[config.mk]
export PLATFORM = sky130hd
export DESIGN_NAME = xbar_slave_arbiter
export DESIGN_NICKNAME = d
export VERILOG_FILES = /design/src/rtl/xbar_arb_pkg.sv /design/src/rtl/xbar_slave_arbiter_rr_pick2.sv /design/src/rtl/xbar_slave_arbiter.sv
export SDC_FILE = /design/constraint.sdc
export NUM_CORES = 1
export LEC_CHECK = 0
export BUFFER_PORTS_ARGS = -buffer_cell sky130_fd_sc_hd__buf_4
export CORE_AREA = 2 2 117 119
export CTS_CLUSTER_DIAMETER = 100
export DETAILED_ROUTE_END_ITERATION = 6
export DIE_AREA = 0 0 119 121
export PLACE_DENSITY_LB_ADDON = 0.05
export SYNTH_ARGS = -nofsm -noshare
export SYNTH_HDL_FRONTEND = slang
export SYNTH_SLANG_ARGS = --single-unit
[constraint.sdc]
create_clock -name PCLK -period 4.4 [get_ports PCLK]
set_input_delay 0.22 -clock PCLK [delete_from_list [all_inputs] [get_ports PCLK]]
set_output_delay 0.22 -clock PCLK [all_outputs]
set_load 0.05 [all_outputs]
[src/rtl/xbar_arb_pkg.sv]
`default_nettype none
// +--------------------------------------------------------------------+
// | Module      : xbar_arb_pkg                                         |
// | Description : Shared types and constants for the cross-bar         |
// |               per-slave-port arbiter (state encoding, master       |
// |               indices, slave-select bit position).                 |
// | Revision    : 1.0 - initial release                                |
// +--------------------------------------------------------------------+
package xbar_arb_pkg;

   // Arbiter states; YIELD is only reachable with the burst limit built in
   typedef enum logic [1:0] {
      IDLE  = 2'd0,
      OWN   = 2'd1,
      YIELD = 2'd2
   } arb_state_e;

   // Master indices as stored in the owner / last-owner registers
   localparam logic M1 = 1'b0;
   localparam logic M2 = 1'b1;

   // Slave-select bit position for the default 32-bit address map
   localparam int SEL_BIT = 31;

endpackage
`default_nettype wire

[src/rtl/xbar_slave_arbiter_rr_pick2.sv]
`default_nettype none
// +--------------------------------------------------------------------+
// | Module      : rr_pick2                                             |
// | Description : Combinational two-input round-robin pick. On         |
// |               contention the master that did not own last wins.    |
// | Revision    : 1.0 - initial release                                |
// +--------------------------------------------------------------------+
module rr_pick2
   import xbar_arb_pkg::*;
(
   input  logic q1_i,
   input  logic q2_i,
   input  logic last_owner_i,
   output logic winner_o
);

   // Pick the lone requester, or alternate away from the last owner
   always_comb begin
      winner_o = M1;
      if (q1_i && q2_i) begin
         winner_o = ~last_owner_i;
      end else if (q2_i) begin
         winner_o = M2;
      end
   end

endmodule
`default_nettype wire

[src/rtl/xbar_slave_arbiter.sv]
`default_nettype none
// +--------------------------------------------------------------------+
// | Module      : xbar_slave_arbiter                                   |
// | Description : Per-slave-port arbiter for the 2x2 cross bar. Grants |
// |               one master at a time, holds it for a burst, routes   |
// |               ack/rdata back to the owner, round-robin on clash.   |
// |               Optional burst limit: XBAR_ARB_BURST_LIMIT_EN.       |
// | Revision    : 1.0 - initial release                                |
// +--------------------------------------------------------------------+
module xbar_slave_arbiter
   import xbar_arb_pkg::*;
#(
   parameter int   ADDR_W    = 32,
   parameter int   DATA_W    = 32,
   parameter logic SLAVE_SEL = 1'b0,
   parameter int   MAX_BURST = 4
)(
   input  logic              PCLK,
   input  logic              PRESET,
   input  logic              master_1_req,
   input  logic              master_2_req,
   input  logic              master_1_cmd,
   input  logic              master_2_cmd,
   input  logic [ADDR_W-1:0] master_1_addr,
   input  logic [ADDR_W-1:0] master_2_addr,
   input  logic [DATA_W-1:0] master_1_wdata,
   input  logic [DATA_W-1:0] master_2_wdata,
   output logic              master_1_ack,
   output logic              master_2_ack,
   output logic [DATA_W-1:0] master_1_rdata,
   output logic [DATA_W-1:0] master_2_rdata,
   output logic              slave_req,
   output logic              slave_cmd,
   output logic [ADDR_W-1:0] slave_addr,
   output logic [DATA_W-1:0] slave_wdata,
   input  logic              slave_ack,
   input  logic [DATA_W-1:0] slave_rdata
);

   localparam int C_SEL = (ADDR_W == 32) ? SEL_BIT : ADDR_W - 1;

   arb_state_e        state_q;
   logic              owner_q;
   logic              last_owner_q;
   logic [DATA_W-1:0] rdata_1_q;
   logic [DATA_W-1:0] rdata_2_q;

   logic w_q1, w_q2, w_own_q, w_oth_q, w_owned, w_winner;

   // A request only counts for this port when its select bit matches
   assign w_q1    = master_1_req & (master_1_addr[C_SEL] == SLAVE_SEL);
   assign w_q2    = master_2_req & (master_2_addr[C_SEL] == SLAVE_SEL);
   assign w_own_q = (owner_q == M2) ? w_q2 : w_q1;
   assign w_oth_q = (owner_q == M2) ? w_q1 : w_q2;
   assign w_owned = (state_q == OWN);

   rr_pick2 u_pick (
      .q1_i         (w_q1),
      .q2_i         (w_q2),
      .last_owner_i (last_owner_q),
      .winner_o     (w_winner)
   );

`ifdef XBAR_ARB_BURST_LIMIT_EN
   localparam int CNT_W = ($clog2(MAX_BURST + 1) > 3) ? $clog2(MAX_BURST + 1) : 3;
   localparam logic [CNT_W-1:0] C_MAX    = CNT_W'(MAX_BURST);
   localparam logic [CNT_W-1:0] C_MAX_M1 = CNT_W'(MAX_BURST - 1);

   logic [CNT_W-1:0] ack_cnt_q;
   logic             w_limit;

   // Yield once the owner has had its quota and the other master waits
   assign w_limit = w_oth_q &&
                    ((ack_cnt_q >= C_MAX) || (slave_ack && (ack_cnt_q == C_MAX_M1)));
`else
   logic w_unused_burst;
   assign w_unused_burst = (MAX_BURST > 0);
`endif

   // Arbiter state machine: grant from IDLE/YIELD, release on owner drop
   always_ff @(posedge PCLK or posedge PRESET) begin
      if (PRESET) begin
         state_q      <= IDLE;
         owner_q      <= M1;
         last_owner_q <= M2;
`ifdef XBAR_ARB_BURST_LIMIT_EN
         ack_cnt_q    <= '0;
`endif
      end else begin
         case (state_q)
            IDLE, YIELD: begin
               // YIELD behaves like a one-cycle IDLE; rr_pick2 steers to the other master
               if (w_q1 || w_q2) begin
                  state_q   <= OWN;
                  owner_q   <= w_winner;
`ifdef XBAR_ARB_BURST_LIMIT_EN
                  ack_cnt_q <= '0;
`endif
               end else begin
                  state_q <= IDLE;
               end
            end
            OWN: begin
               if (!w_own_q) begin
                  state_q      <= IDLE;
                  last_owner_q <= owner_q;
               end
`ifdef XBAR_ARB_BURST_LIMIT_EN
               else if (w_limit) begin
                  state_q      <= YIELD;
                  last_owner_q <= owner_q;
               end else if (slave_ack && (ack_cnt_q < C_MAX)) begin
                  ack_cnt_q <= ack_cnt_q + 1'b1;
               end
`endif
            end
            default: state_q <= IDLE;
         endcase
      end
   end

   // Track the last read data seen by each master while it owned the slave
   always_ff @(posedge PCLK or posedge PRESET) begin
      if (PRESET) begin
         rdata_1_q <= '0;
         rdata_2_q <= '0;
      end else if (w_owned) begin
         if (owner_q == M2) rdata_2_q <= slave_rdata;
         else               rdata_1_q <= slave_rdata;
      end
   end

   // Steer the owner's request to the slave and the slave's response back
   always_comb begin
      slave_req      = 1'b0;
      slave_cmd      = 1'b0;
      slave_addr     = '0;
      slave_wdata    = '0;
      master_1_ack   = 1'b0;
      master_2_ack   = 1'b0;
      master_1_rdata = rdata_1_q;
      master_2_rdata = rdata_2_q;
      if (w_owned) begin
         slave_req = w_own_q;
         if (owner_q == M2) begin
            slave_cmd      = master_2_cmd;
            slave_addr     = master_2_addr;
            slave_wdata    = master_2_wdata;
            master_2_ack   = slave_ack;
            master_2_rdata = slave_rdata;
         end else begin
            slave_cmd      = master_1_cmd;
            slave_addr     = master_1_addr;
            slave_wdata    = master_1_wdata;
            master_1_ack   = slave_ack;
            master_1_rdata = slave_rdata;
         end
      end
   end

endmodule
`default_nettype wire
**After elaboration in Yosys (flattened, before gate mapping)**

Index checks and enable logic that the tools add are counted.

- Register bits: 68
- Bits of input ports: 167
- Output and inout bits: 132

- Eq/ne operators: 3
- Muxes and demuxes: 21
- Bitwise operators: 6
- Reductions and logical operators: 6

Operator list:

| operator | number |
|---|---|
| 32-bit 2-to-1 mux | 8 |
| 1-bit 2-to-1 mux | 11 |
| 1-bit NOT | 4 |
| 2-bit case mux with 2 select lines | 1 |
| 2-bit AND reduction | 2 |
| 1-bit AND | 2 |
| 2-bit by 1-bit == test with 1-bit output, second input constant | 1 |
| 2-bit == test, second input constant | 1 |
| 2-bit zero test | 1 |
| 2-bit 2-to-1 mux | 1 |
| 2-bit inequality test, second input constant | 1 |
| 2-bit OR reduction | 1 |
| 1-bit logical AND | 1 |
| 1-bit logical OR | 1 |

**Depth between registers and ports, before layout**

Gate-level depths: netlist of run 1.

- Depth after elaboration: 5
- Gate-level depth with buffers: 5
- Depth with buffers taken out: 3

**Modules after synthesis**

A second synthesis of run 1 with hierarchy kept.

- Cells, all modules: 300
- Area total of the unflattened synthesis: 3802.4 um2

Modules (own cells, without submodules):

| module | times used | cells an instance | area an instance (um2) | seq. area each (um2) |
|---|---|---|---|---|
| xbar_slave_arbiter | 1 | 299 | 3791.1 | 1677.9 |
| rr_pick2 | 1 | 1 | 11.3 | 0.0 |

**Worst setup path before layout of run 1**

OpenSTA, ideal clock, no wires.

- Path kind: register to output
- From: reg state_q[0]
- To: out slave_addr[22]
- Arrival: 1634 ps
- Required time: 4180 ps
- Setup slack: 2546 ps
- Stages on the path, launching flop included: 5
- Path buffers: 3
- Cell sequence: dfrtp_1 buf_4 clkbuf_1 clkbuf_1 nor2b_1

- Cells in the longest elaborated chain, start to end: 2

RTL lines:

| what | RTL line | RTL |
|---|---|---|
| from (decl) | xbar_slave_arbiter.sv:42 | `arb_state_e state_q;` |
| from (signal assigned) | xbar_slave_arbiter.sv:83 | `state_q <= IDLE;` |
| from (signal assigned) | xbar_slave_arbiter.sv:94 | `state_q <= OWN;` |
| from (signal assigned) | xbar_slave_arbiter.sv:100 | `state_q <= IDLE;` |
| 2-bit by 1-bit == test with 1-bit output | xbar_slave_arbiter.sv:55 | `assign w_owned = (state_q == OWN);` |
| 32-bit 2-to-1 mux | xbar_slave_arbiter.sv:143 | `if (w_owned) begin` |
| to (decl) | xbar_slave_arbiter.sv:34 | `output logic [ADDR_W-1:0] slave_addr,` |

Every way passes these cells.

**Worst setup path in the final report of run 1**

- From: reg state_q[0]
- To: out master_2_rdata[4]

- Cells in the longest elaborated chain, start to end: 2

RTL lines:

| what | RTL line | RTL |
|---|---|---|
| 2-bit by 1-bit == test with 1-bit output | xbar_slave_arbiter.sv:55 |  |
| 32-bit 2-to-1 mux | xbar_slave_arbiter.sv:143 |  |
| to (decl) | xbar_slave_arbiter.sv:31 | `output logic [DATA_W-1:0] master_2_rdata,` |

Every way passes these cells.

==> reports/qor.yml, run 1 <==
outcome: "completed"
viasPerCell: 4.324
nNetsFinal: 760
hold_slack_ps: 145.7
dp_worst_setup_slack_ps: 1761
leakagePower_uw: 0.003398
final_period_minus_worst_setup_slack_ps: 2923
fmax_mhz: 342.1
postLayoutCellArea_um2: 6451
num_rows: 42
synth_flop_cell: "sky130_fd_sc_hd__dfrtp_1"
core_area_um2: 13090
cts_tree: "done"
finalWorstSetupSlack_ps: 1477
final_util: 0.4930
share_of_post_route_cells_with_drive_strength_above_1: 0.6438
area_overhead_vs_synth_pct: 68.83
synth_sequential_area_ratio: 0.4391
end_kind: "output pin"
worst_r2r_path_depth: 3
groute.usage.overall: 0.1763
antenna_violating_nets_post_route: 0
cts_inserted_buffers: 9
synth_cell_type_count: 20
synthesis.nets: 470
path_class: "flip-flop to output pin"
maxCapViolCount: 0
detail_route.first_pass.iterations: 4
synth_compound_area_frac: 0.005566
yosysTopAreaCell: "sky130_fd_sc_hd__dfrtp_1"
via_count: 3347
worst_setup_hold_path_clk_slew_ps: 50
critical_path_required_ps: 4180
ctsLongestPathBuffers: 2
worst_hold_path.num_cells: 2
yosysWarningCount: 0
antenna_found_initial: 0
startpoint_of_the_worst_register_to_register_path: "state_q[0]"
die_y_um: 121
num_antenna_cells: 0
regToRegSetupSlack_ps: 2090
slew_viol_final: 0
io_pins: 299
mapped_cells: 303
yosys-top-cells-count: "sky130_fd_sc_hd__dfrtp_1, sky130_fd_sc_hd__mux2i_1, sky130_fd_sc_hd__nor2b_1, sky130_fd_sc_hd__mux2_2, sky130_fd_sc_hd__mux2_4"
chipWidth_um: 119
dpl.hpwl_um: 10190
hold-path-endpoint: "rdata_1_q[7]"
post_synth_xor_area_fraction: 0
grt_max_degree: 58
synth_area_leaders: "sky130_fd_sc_hd__dfrtp_1, sky130_fd_sc_hd__mux2i_1, sky130_fd_sc_hd__mux2_4, sky130_fd_sc_hd__nor2b_1, sky130_fd_sc_hd__mux2_2"
powerDensity_nw_per_um2: 655.0
setup_viol: 0
place_area_um2: 6160
critical_path_arrival_ps: 2700
cts-htree-levels: 3
crit_path_start_kind: "flip-flop"
max_slew_margin: 0.4349
post_route_wl_um: 13110
r2r_end: "rdata_2_q[4]"
hold_start: "slave_rdata[7]"
skew_ps: 4.642
first_global_vias: 3383
grt_setup_unrepaired: "false"
globalplace.congestion: 0.8055
synth_enable_flop_cells: 0
simple_gate_area_share_of_the_yosys_netlist: 0.1244
synth-async-reset-ratio: 1.000
synthAdderAreaFrac: 0
largest_family_of_logic_cells_by_synthesized_area: "multiplexers"
first_pass_grt_wire_length_um: 19550
clock_latency_late_sink_ps: 330
synthesis.area_per_instance_um2: 12.61
clock_tree.root_cell: "sky130_fd_sc_hd__clkbuf_16"
synthesis_stage_register_bit_count: 67
fin_tns_setup_ps: 0
clock-sinks: 67
synth_top_area_frac: 0.4322
initial_utilization: 0.2920
hold_path_class: "primary input to flip-flop"
min_period_over_period: 0.6644
globalRoute.totalOverflow: 0
post_synth_mux_area_share: 0.3900
post_detailed_route_wirelength_per_cell_um: 16.94
final-hold-violation-count: 0
worst_ir_drop_vdd_mv: 0.4529
fp.dieArea_um2: 14400
synth.cell_area_um2: 3821
tightestPinTransition_ps: 844.6
initialDrtViolationCount: 127
path_max_fanout: 57
io_buffers: 298
route.detailed.drc: 0
## cell usage in the layout (no fill, tap or decap), types with 2 or more instances in the layout
| cell | instances |
|---|---|
| sky130_fd_sc_hd__nor2_1 | 5 |
| sky130_fd_sc_hd__inv_1 | 2 |
| sky130_fd_sc_hd__clkinv_2 | 2 |
| sky130_fd_sc_hd__nand2b_1 | 2 |
| sky130_fd_sc_hd__dfrtp_1 | 65 |
| sky130_fd_sc_hd__clkinvlp_4 | 2 |
| sky130_fd_sc_hd__mux2_4 | 29 |
| sky130_fd_sc_hd__clkbuf_8 | 2 |
| sky130_fd_sc_hd__mux2i_1 | 66 |
| sky130_fd_sc_hd__clkbuf_16 | 9 |
| sky130_fd_sc_hd__nor2b_1 | 66 |
| sky130_fd_sc_hd__buf_4 | 301 |
| sky130_fd_sc_hd__mux2_2 | 35 |
## stage by stage
stage,std cells,power [uW]
floorplan,303,2867
global placement,757,3573
detailed placement,757,3598
CTS,774,4281
global route,774,4425
finish,774,4226
## power breakdown
part | internal, uW | total (uW) | switching, uW
clock | 409 | 658 | 249
sequential | 873 | 973 | 100
combinational | 924 | 2590 | 1670
total | 2210 | 4230 | 2020
## routing by layer
layer  vias to the layer above  track usage  share of wire
li1                       1617            -              -
met1                      1562       0.1997           0.38
met2                       159       0.3161           0.53
met3                         9      0.06062          0.082
met4                         0      0.04688         0.0094
met5                         -            0              0
## logic make-up after synthesis
group | after synthesis
buffers and inverters | 26
AND/OR/NAND/NOR | 77
flip-flops | 67
multiplexers | 130
AO/OA/AOI/OAI | 3
## worst max-delay path by stage
stage,startpoint,end,slack (ps),cells after the start
global route,state_q[0],master_2_rdata[0],1240,4
global placement,state_q[0],master_2_rdata[0],1850,4
CTS,state_q[0],master_2_rdata[0],1400,4
floorplan,PRESET,owner_q,2500,1
detailed placement,state_q[0],master_2_rdata[0],1760,4
finish,state_q[0],master_2_rdata[4],1480,4
## timing repair
action,4_1_cts,5_1_grt
hold buffers,1,0
endpoints found under the hold margin,25,0
resized for setup,0,0
endpoints found under the setup margin,0,0
buffers inserted,0,0
## state kept, by name, summed over array words and instances, names as in the netlist
| name | count |
|---|---|
| last_owner_q | 1 |
| state_q | 1 |
| rdata_1_q | 32 |
| rdata_2_q | 32 |
| owner_q | 1 |
## cell type report
cell class / count / area (um^2)
Sequential cell: 67 / 1682
Inverter: 3 / 11.26
Clock buffer: 12 / 256.5
Fill cell: 1232 / 6634
Tap cell: 176 / 220.2
Timing Repair Buffer: 302 / 2270
Clock inverter: 4 / 25.02
Multi-Input combinational cell: 210 / 1987
## critical path: stages (launching register included)
cell and delay [ps]:
sky130_fd_sc_hd__dfrtp_1 550, sky130_fd_sc_hd__buf_4 500, sky130_fd_sc_hd__nand2_2 610, sky130_fd_sc_hd__mux2_2 500, sky130_fd_sc_hd__buf_4 190
(Power assumes the default switching activity.)
==> inputs of run 2 (changes only) <==
- ABC_AREA: unset -> 1
- clock period: 4.4 -> 2.55 ns (I/O delays scaled with it)
==> reports/qor.yml, run 2 <==
outcome: "completed"
area_overhead_vs_synth_pct: 72.49
post_cts.resized_instances: 0  # unchanged
yosysTopAreaCell: "sky130_fd_sc_hd__dfrtp_1"
finalWorstSetupSlack_ps: 467.8  # -1009 ps
critical_path_arrival_ps: 1950  # -750 ps
hold_slack_ps: 71.61  # -74.12 ps
clock_latency_late_sink_ps: 320  # about the same
cts_tree: "done"
num_antenna_cells: 0  # unchanged
synth_flop_cell: "sky130_fd_sc_hd__dfrtp_1"
cts-htree-levels: 3  # unchanged
fmax_mhz: 480.3
min_period_over_period: 0.8165
setup_viol: 0  # unchanged
globalRoute.totalOverflow: 0  # unchanged
synth_sequential_area_ratio: 0.4730  # +0.03392
most-common-layout-cells: "sky130_fd_sc_hd__buf_4, sky130_fd_sc_hd__nand2_1, sky130_fd_sc_hd__nand3_1"
chipWidth_um: 119  # unchanged
yosys-top-cells-count: "sky130_fd_sc_hd__nand2_1, sky130_fd_sc_hd__nand3_1, sky130_fd_sc_hd__dfrtp_1, sky130_fd_sc_hd__inv_1, sky130_fd_sc_hd__o21ai_0"
crit_path_start_kind: "flip-flop"
synth-async-reset-ratio: 1.000  # unchanged
critical_path_required_ps: 2420  # -1760 ps
clock_tree.root_cell: "sky130_fd_sc_hd__clkbuf_16"
synth_most_common_cell: "sky130_fd_sc_hd__nand2_1"
post_detailed_route_wirelength_per_cell_um: 14.65  # -13%
synth_top_area_frac: 0.4656  # +0.03339
clock-sinks: 67  # unchanged
postCtsSetupRepairBufs: 0  # unchanged
detail_route.first_pass.iterations: 5  # +1
antenna_violating_nets_post_route: 0  # unchanged
synth_cell_type_count: 15  # -25%
first_global_vias: 3940  # +16%
core_area_um2: 13090  # unchanged
synthesis.area_per_instance_um2: 7.329  # -42%
path_class: "flip-flop to output pin"
worst_setup_hold_path_clk_slew_ps: 60  # about the same
groute.usage.overall: 0.1831  # +0.006755
antenna_found_initial: 0  # unchanged
slew_viol_final: 0  # unchanged
io_pins: 299  # unchanged
layout_commonest_cell: "sky130_fd_sc_hd__buf_4"
die_y_um: 121  # unchanged
hold_path_class: "primary input to asynchronous set/reset pin"
final_period_minus_worst_setup_slack_ps: 2082
route.detailed.drc: 0  # unchanged
cts_hold_buffers_added: 0  # -1
synth_area_leaders: "sky130_fd_sc_hd__dfrtp_1, sky130_fd_sc_hd__nand2_1, sky130_fd_sc_hd__nand3_1, sky130_fd_sc_hd__o21ai_0, sky130_fd_sc_hd__buf_6"
biggestRegsByFlops: "rdata_1_q: 32 flops, rdata_2_q: 32 flops"
tightestPinTransition_ps: 836.2  # -8.438 ps
globalplace.congestion: 0.8152  # +1.2%
synth_enable_flop_cells: 0  # unchanged
final-hold-violation-count: 0  # unchanged
cts_inserted_buffers: 9  # unchanged
synth.cell_area_um2: 3547  # -7.2%
skew_ps: 6.334  # +1.692 ps
grt_max_degree: 68  # +17%
synthesis_stage_register_bit_count: 67  # unchanged
dpl.hpwl_um: 10740  # +5.4%
initial_utilization: 0.2711  # -0.02094
via_count: 4130  # +23%
initialDrtViolationCount: 141  # +11%
viasPerCell: 4.366  # +0.96%
yosysWarningCount: 0  # unchanged
mapped_cells: 484  # +60%
fin_tns_setup_ps: 0  # unchanged
maxCapViolCount: 0  # unchanged
synthesis.nets: 651  # +39%
share_of_post_route_cells_with_drive_strength_above_1: 0.4273  # -0.2165
dp_worst_setup_slack_ps: 809.2  # -952.2 ps
path_max_fanout: 65  # +14%
fp.dieArea_um2: 14400  # unchanged
max_slew_margin: 0.4425  # +0.007619
nNetsFinal: 932  # +23%
end_kind: "output pin"
num_rows: 42  # unchanged
ctsLongestPathBuffers: 2  # unchanged
post_route_wl_um: 13860  # +5.7%
io_buffers: 298  # unchanged
grt_setup_unrepaired: "false"
first_pass_grt_wire_length_um: 20960  # +7.2%
[run 2: changes by cell type after synthesis, sizes merged, moves of 13 or more]
cell   change
mux2i     -66
inv       +37
buf       +13
o21ai     +64
nand2    +205
nand3     +67
nor2b     -66
mux2      -64
[run 2: layout make-up]
cell class | instances | area (um^2)
Fill cell | 1348 | 6967
Clock inverter | 7 | 82.58
Multi-Input combinational cell | 341 | 1451
Inverter | 40 | 150.1
Timing Repair Buffer | 306 | 2310
Clock buffer | 9 | 225.2
Sequential cell | 67 | 1679
Tap cell | 176 | 220.2
[run 2: layer usage]
layer | wire (um) | GRT usage
met1 | 5290 | 0.2170
met2 | 7255 | 0.3294
met3 | 1100 | 0.05216
met4 | 214 | 0.03943
met5 | 0 | 0
[run 2: final timing paths]
check | end | cells past startpoint | slack [ps] | startpoint
min in group PCLK | rdata_2_q[16] | 3 | 100 | slave_rdata[16]
max in group asynchronous | state_q[0] | 3 | 1890 | PRESET
worst max-delay path | slave_wdata[31] | 5 | 470 | owner_q
worst max register to register | state_q[0] | 5 | 1120 | owner_q
worst min-delay path | rdata_2_q[14] | 3 | 70 | PRESET
worst min register to register | last_owner_q | 2 | 500 | last_owner_q
[run 2: cell families after synthesis]
kind of cell	after synthesis	share of synthesized area
compound gates	65	0.09206
buf+inv	76	0.1178
flops	67	0.4730
simple gates	276	0.3171
[run 2: metrics by stage]
stage	cells	utilization	instance area, um^2
2_1_floorplan	484	-	3547
3_3_place_gp	930	0.4441	5811
3_5_place_dp	930	0.4441	5811
4_1_cts	946	0.4676	6118
5_1_grt	946	0.4676	6118
6_report	946	0.4676	6118
[run 2: worst max-delay path, cell delays in order (launching register included)]
cell	delay [ps]
sky130_fd_sc_hd__dfrtp_1	420
sky130_fd_sc_hd__inv_2	80
sky130_fd_sc_hd__buf_4	530
sky130_fd_sc_hd__nand3_1	130
sky130_fd_sc_hd__nand2_1	210
sky130_fd_sc_hd__buf_4	230
Power of run 2 is not shown: default switching activity piles up to over one toggle a cycle in this logic, so the estimate is an artifact.
